[src/rtl/shift_ex_stage.sv]
// Two-stage shift/rotate execution unit for the 16-bit WISC datapath.
// S1 latches the micro-op, S2 latches the registered result, zero flag and destination tag.
module shift_ex_stage #(
  parameter int WIDTH = 16,
  parameter int CNT_W = 4
) (
  input  logic             clk,
  input  logic             rst_n,
  input  logic             in_valid,
  output logic             in_ready,
  input  logic [1:0]       in_op,
  input  logic [WIDTH-1:0] in_data,
  input  logic [CNT_W-1:0] in_cnt,
  input  logic [2:0]       in_rd,
  input  logic             flush,
  output logic             out_valid,
  input  logic             out_ready,
  output logic [WIDTH-1:0] out_data,
  output logic             out_zero,
  output logic [2:0]       out_rd,
  output logic             busy
);

  typedef enum logic [1:0] {
    OP_ROL = 2'b00,
    OP_SLL = 2'b01,
    OP_ROR = 2'b10,
    OP_SRL = 2'b11
  } op_e;

  logic             s1_valid_q, s1_valid_d;
  op_e              s1_op_q;
  logic [WIDTH-1:0] s1_data_q;
  logic [CNT_W-1:0] s1_cnt_q;
  logic [2:0]       s1_rd_q;

  logic             s2_valid_q, s2_valid_d;
  logic [WIDTH-1:0] s2_data_q;
  logic             s2_zero_q;
  logic [2:0]       s2_rd_q;

  logic             s2_adv, s1_adv, accept;
  logic [CNT_W-1:0] rot_amt;
  logic [2*WIDTH-1:0] rot_wide;
  logic [WIDTH-1:0] result_d;

  always_comb begin
    s2_adv   = !s2_valid_q || out_ready;
    s1_adv   = s1_valid_q && s2_adv;
    in_ready = !s1_valid_q || s2_adv;
    accept   = in_valid && in_ready && !flush;
  end

  // Flush wins over every other update; only the valids are squashed.
  always_comb begin
    s1_valid_d = s1_valid_q;
    s2_valid_d = s2_valid_q;
    if (flush) begin
      s1_valid_d = 1'b0;
      s2_valid_d = 1'b0;
    end else begin
      if (accept)      s1_valid_d = 1'b1;
      else if (s1_adv) s1_valid_d = 1'b0;
      if (s2_adv)      s2_valid_d = s1_valid_q;
    end
  end

  // ROL shares the rotate-right path using the two's-complement count.
  always_comb begin
    rot_amt  = (s1_op_q == OP_ROL) ? (~s1_cnt_q + CNT_W'(1)) : s1_cnt_q;
    rot_wide = {s1_data_q, s1_data_q} >> rot_amt;
    result_d = '0;
    unique case (s1_op_q)
      OP_ROL, OP_ROR: result_d = rot_wide[WIDTH-1:0];
      OP_SLL:         result_d = s1_data_q << s1_cnt_q;
      OP_SRL:         result_d = s1_data_q >> s1_cnt_q;
      default:        result_d = '0;
    endcase
  end

  always_ff @(posedge clk or negedge rst_n) begin
    if (!rst_n) begin
      s1_valid_q <= 1'b0;
      s1_op_q    <= OP_ROL;
      s1_data_q  <= '0;
      s1_cnt_q   <= '0;
      s1_rd_q    <= '0;
    end else begin
      s1_valid_q <= s1_valid_d;
      if (accept) begin
        s1_op_q   <= op_e'(in_op);
        s1_data_q <= in_data;
        s1_cnt_q  <= in_cnt;
        s1_rd_q   <= in_rd;
      end
    end
  end

  always_ff @(posedge clk or negedge rst_n) begin
    if (!rst_n) begin
      s2_valid_q <= 1'b0;
      s2_data_q  <= '0;
      s2_zero_q  <= 1'b0;
      s2_rd_q    <= '0;
    end else begin
      s2_valid_q <= s2_valid_d;
      if (s1_adv) begin
        s2_data_q <= result_d;
        s2_zero_q <= (result_d == '0);
        s2_rd_q   <= s1_rd_q;
      end
    end
  end

  always_comb begin
    out_valid = s2_valid_q;
    out_data  = s2_data_q;
    out_zero  = s2_zero_q;
    out_rd    = s2_rd_q;
    busy      = s1_valid_q || s2_valid_q;
  end

endmodule

[config.mk]
export PLATFORM = sky130hd
export DESIGN_NAME = shift_ex_stage
export DESIGN_NICKNAME = d
export VERILOG_FILES = /design/src/rtl/shift_ex_stage.sv
export SDC_FILE = /design/constraint.sdc
export NUM_CORES = 1
export LEC_CHECK = 0
export CELL_PAD_IN_SITES_DETAIL_PLACEMENT = 0
export CELL_PAD_IN_SITES_GLOBAL_PLACEMENT = 1
export CORE_MARGIN = 4
export CORE_UTILIZATION = 47
export DETAILED_ROUTE_END_ITERATION = 16
export GPL_ROUTABILITY_DRIVEN = 0
export PLACE_DENSITY = 0.86
export SLEW_MARGIN = 10
export SYNTH_ARGS = -nofsm -noshare
export SYNTH_HDL_FRONTEND = slang
export SYNTH_SLANG_ARGS = --single-unit
[constraint.sdc]
create_clock -name clk -period 11.7 [get_ports clk]
set_input_delay 1.17 -clock clk [delete_from_list [all_inputs] [get_ports clk]]
set_output_delay 1.17 -clock clk [all_outputs]
set_load 0.1 [all_outputs]
==> summary.txt <==
status - complete, no violations
Leak Pwr - 0.00200 uW
R2R setup slack - 7.98 ns
r2r endpoint - out_zero$_DFFE_PN0P_
total gr overflow - 0
sw frac - 52.8%
clock sinks - 47
Clock Tree Buf Depth - 2
port bufs - 52
post-cts gate resize count - 0
critical path class - in2out
CP Launch Type - input pin
Yosys reg bits - 47
top_reg_cell synth - dfrtp_1
Die X-Extent - 107 um
HPWL after DPL - 9800 um
sequential power share - 23.7%
final hold viol count - 0
Seq/Total Area, Yosys - 25.8%
Finish-stage setup viols - 0
Tot GR Track Use - 23.5%
Post-Syn Nets - 537
PD cells - 204 nW/um^2
Worst Hold Depth - 2
Worst EP arrival - 2.91 ns
row cnt - 35
Initial Util - 48.9%
initial antenna violation count - 0
delay-heaviest family, CP - buffers and inverters
H-tree depth - 2
first-pass GRT wire length - 21200 um
unrepaired setup endpoints after global routing - false
Final WS setup - 7.62 ns
Clk pin slew, worst setup/hold paths - 0.09 ns
Post-CTS Hold Fix Bufs - 0
syn_area_per_cell - 9.02 um^2
f_max - 245 MHz
setup TNS - 0 ns
fillers - 841
Compound-Gate Fraction of Synth Area - 21.4%
Worst Path Required - 10.53 ns
largest family of logic cells by synthesized area - multiplexers
Fin Clk Skew - 0.00462 ns
Adder-Cell Fraction of Synth Area - 0.274%
final worst-path cycle share - 34.9%
Mapped Cells - 506
Hold Path Sink - out_data[11]$_DFFE_PN0P_
DR DRC count - 0
Area Overhead vs Synth - 12.2%
Inserted Diodes - 0
Skew-Pair Late Insertion Delay - 0.30 ns
post-place setup slack - 7.62 ns
buffers and inverters on the worst path - 2
Critical Path Max Stage Delay - 1.13 ns
clock share of power - 12.0%
r2r startpoint - s1_cnt_q[0]$_DFFE_PN0P_
warnings from Yosys - 0
cell-internal power - 494 uW
CP max FO - 4
XOR/XNOR Fraction of Synth Area - 0%
drt first pass iters - 5
CP Cell Sequence - clkdlybuf4s50_1 -> nor2b_1 -> nand2_1 -> clkdlybuf4s50_1
max-slew violation count - 0
Synth cell types - 76
Tmin final - 4.08 ns
post-synthesis mux area share - 27.1%
Gate power share - 64.3%
CTS Buf Count - 5
routed wire length per instance - 20.5 um
Die Area - 11400 um^2
final core occ - 54.9%
Root Driver - clkbuf_8
Detailed Route WL - 13400 um
layout cells sized above 1 - 19.4%
Synth Cell Area - 4570 um^2
Vias - 4292
vias per inst - 6.55
Worst-Margin Slew - 1.05 ns
relative slew slack - 30.1%
Starting DRT DRC Count - 387
Post-Synth Simple-Gate Area - 18.3%
maximum vdd drop - 0.000135 V
crit end category - output port
CTS tree - built
most used cell, CP - clkdlybuf4s50_1
Nets - 556
Post-synth ARST share - 100%
switching power - 552 uW
largest net degree at the start of global routing - 63
post-CTS setup buffers - 0
max-cap violations - 0
Core Region - 9330 um^2
Hold Crit Class - reg2reg
FF-to-FF path depth - 9
hold_sp - out_data[11]$_DFFE_PN0P_
Worst path slowest cell - clkdlybuf4s50_1
Top-Level Pins - 53
vias in the first global route - 3971
Die Ht - 107 um
worst hold slack - 0.490 ns
antenna-violating nets left - 0
Post-synth EDFFs - 0
[flip-flops by register name (all words and copies together), names as in the netlist]
signal and flops:
s1_cnt_q 4, out_data 16, s1_data_q 16, out_valid 1
out_zero 1, out_rd 3, s1_rd_q 3, s1_op_q 2
s1_valid_q 1
[how the worst max path moves through the flow]
| stage | startpoint | to | cells past startpoint |
|---|---|---|---|
| after floorplan | s1_cnt_q[1]$_DFFE_PN0P_ | out_zero$_DFFE_PN0P_ | 13 |
| after global placement | out_ready | in_ready | 4 |
| after global routing | out_ready | in_ready | 4 |
| after CTS | out_ready | in_ready | 4 |
| after detailed placement | out_ready | in_ready | 4 |
| final | out_ready | in_ready | 4 |
[power by group through the flow]
stage          registers, uW  clock network [uW]  logic (uW)
3_5_place_dp             250                   0         664
3_3_place_gp             249                   0         659
4_1_cts                  246                 129         666
2_1_floorplan            408                   0         353
6_report                 248                 126         673
5_1_grt                  253                 134         713
[synth_stat cells, types with 7 or more instances]
| cell | instances | area [um^2] |
|---|---|---|
| nand2_1 | 53 | 199 |
| mux2_2 | 45 | 507 |
| o21ai_0 | 30 | 150 |
| a31oi_1 | 7 | 43.8 |
| mux4_2 | 11 | 248 |
| a21oi_1 | 17 | 85.1 |
| nand2b_1 | 14 | 87.6 |
| dfrtp_1 | 47 | 1180 |
| mux2i_1 | 44 | 440 |
| nor2_1 | 41 | 154 |
| nand3_1 | 9 | 45.0 |
| a211oi_1 | 11 | 82.6 |
| buf_1 | 7 | 26.3 |
| clkbuf_1 | 17 | 63.8 |
| buf_2 | 10 | 50.1 |
| nor3_1 | 10 | 50.1 |
[worst register-to-register path, cell delays in order, from the launching register on]
cell and delay [ns]:
dfrtp_2 0.37, buf_4 0.57, nor3_2 0.22, o211ai_2 0.85, a211oi_1 0.12, a211o_1 0.31, a31oi_1 0.24, o311ai_1 0.14
or4b_1 0.56, o31ai_1 0.25
[layout by cell type (no fill, tap or decap), types with 5 or more instances in the layout]
cell type        instances
clkbuf_8                 6
a31oi_1                  7
a2111oi_0                5
mux2i_1                 44
a211oi_1                11
a21oi_1                 17
o22ai_1                  6
nor2_1                  41
nand3_1                  9
o21ai_0                 30
a22oi_1                  6
or2_2                    6
and2_1                   5
buf_4                    9
dfrtp_1                 46
clkdlybuf4s50_1         51
nand2_1                 53
mux4_2                  11
nand2b_1                14
inv_1                    5
mux2_2                  45
nor3_1                  10
[metrics by stage]
step,power [uW],area (um^2),std cells
floorplan,762,4570,506
detailed placement,913,5010,647
global placement,908,5010,647
CTS,1040,5120,655
finish,1050,5120,655
global route,1100,5120,655
[metal layers]
layer	part of all wire [%]	wire length, um	vias up	track usage, %
met5	0	0	-	0
met4	3.3	443	0	9.13
met3	8.4	1130	41	3.70
met2	47	6350	231	37.4
met1	41	5520	2076	32.1
li1	-	-	1944	-
[cell families (layout without fill, tap and decap cells)]
kind of cell | count (synthesis) | after routing
flops | 47 | 47
compound gates | 135 | 135
fa+ha+maj | 1 | 1
mux | 102 | 102
buf+inv | 55 | 75
simple gates | 166 | 166
[area by class of cell]
type / count / area [um^2] / area share [%]
timing repair buffer: 61 / 583 / 11.4
multi-input combinational: 404 / 3060 / 59.8
sequential: 47 / 1180 / 23.0
clock buffer: 6 / 82.6 / 1.61
tap: 129 / 161 / 3.15
clock inverter: 2 / 35.0 / 0.684
inverter: 6 / 22.5 / 0.440
Power figures use the tool's default switching activity.
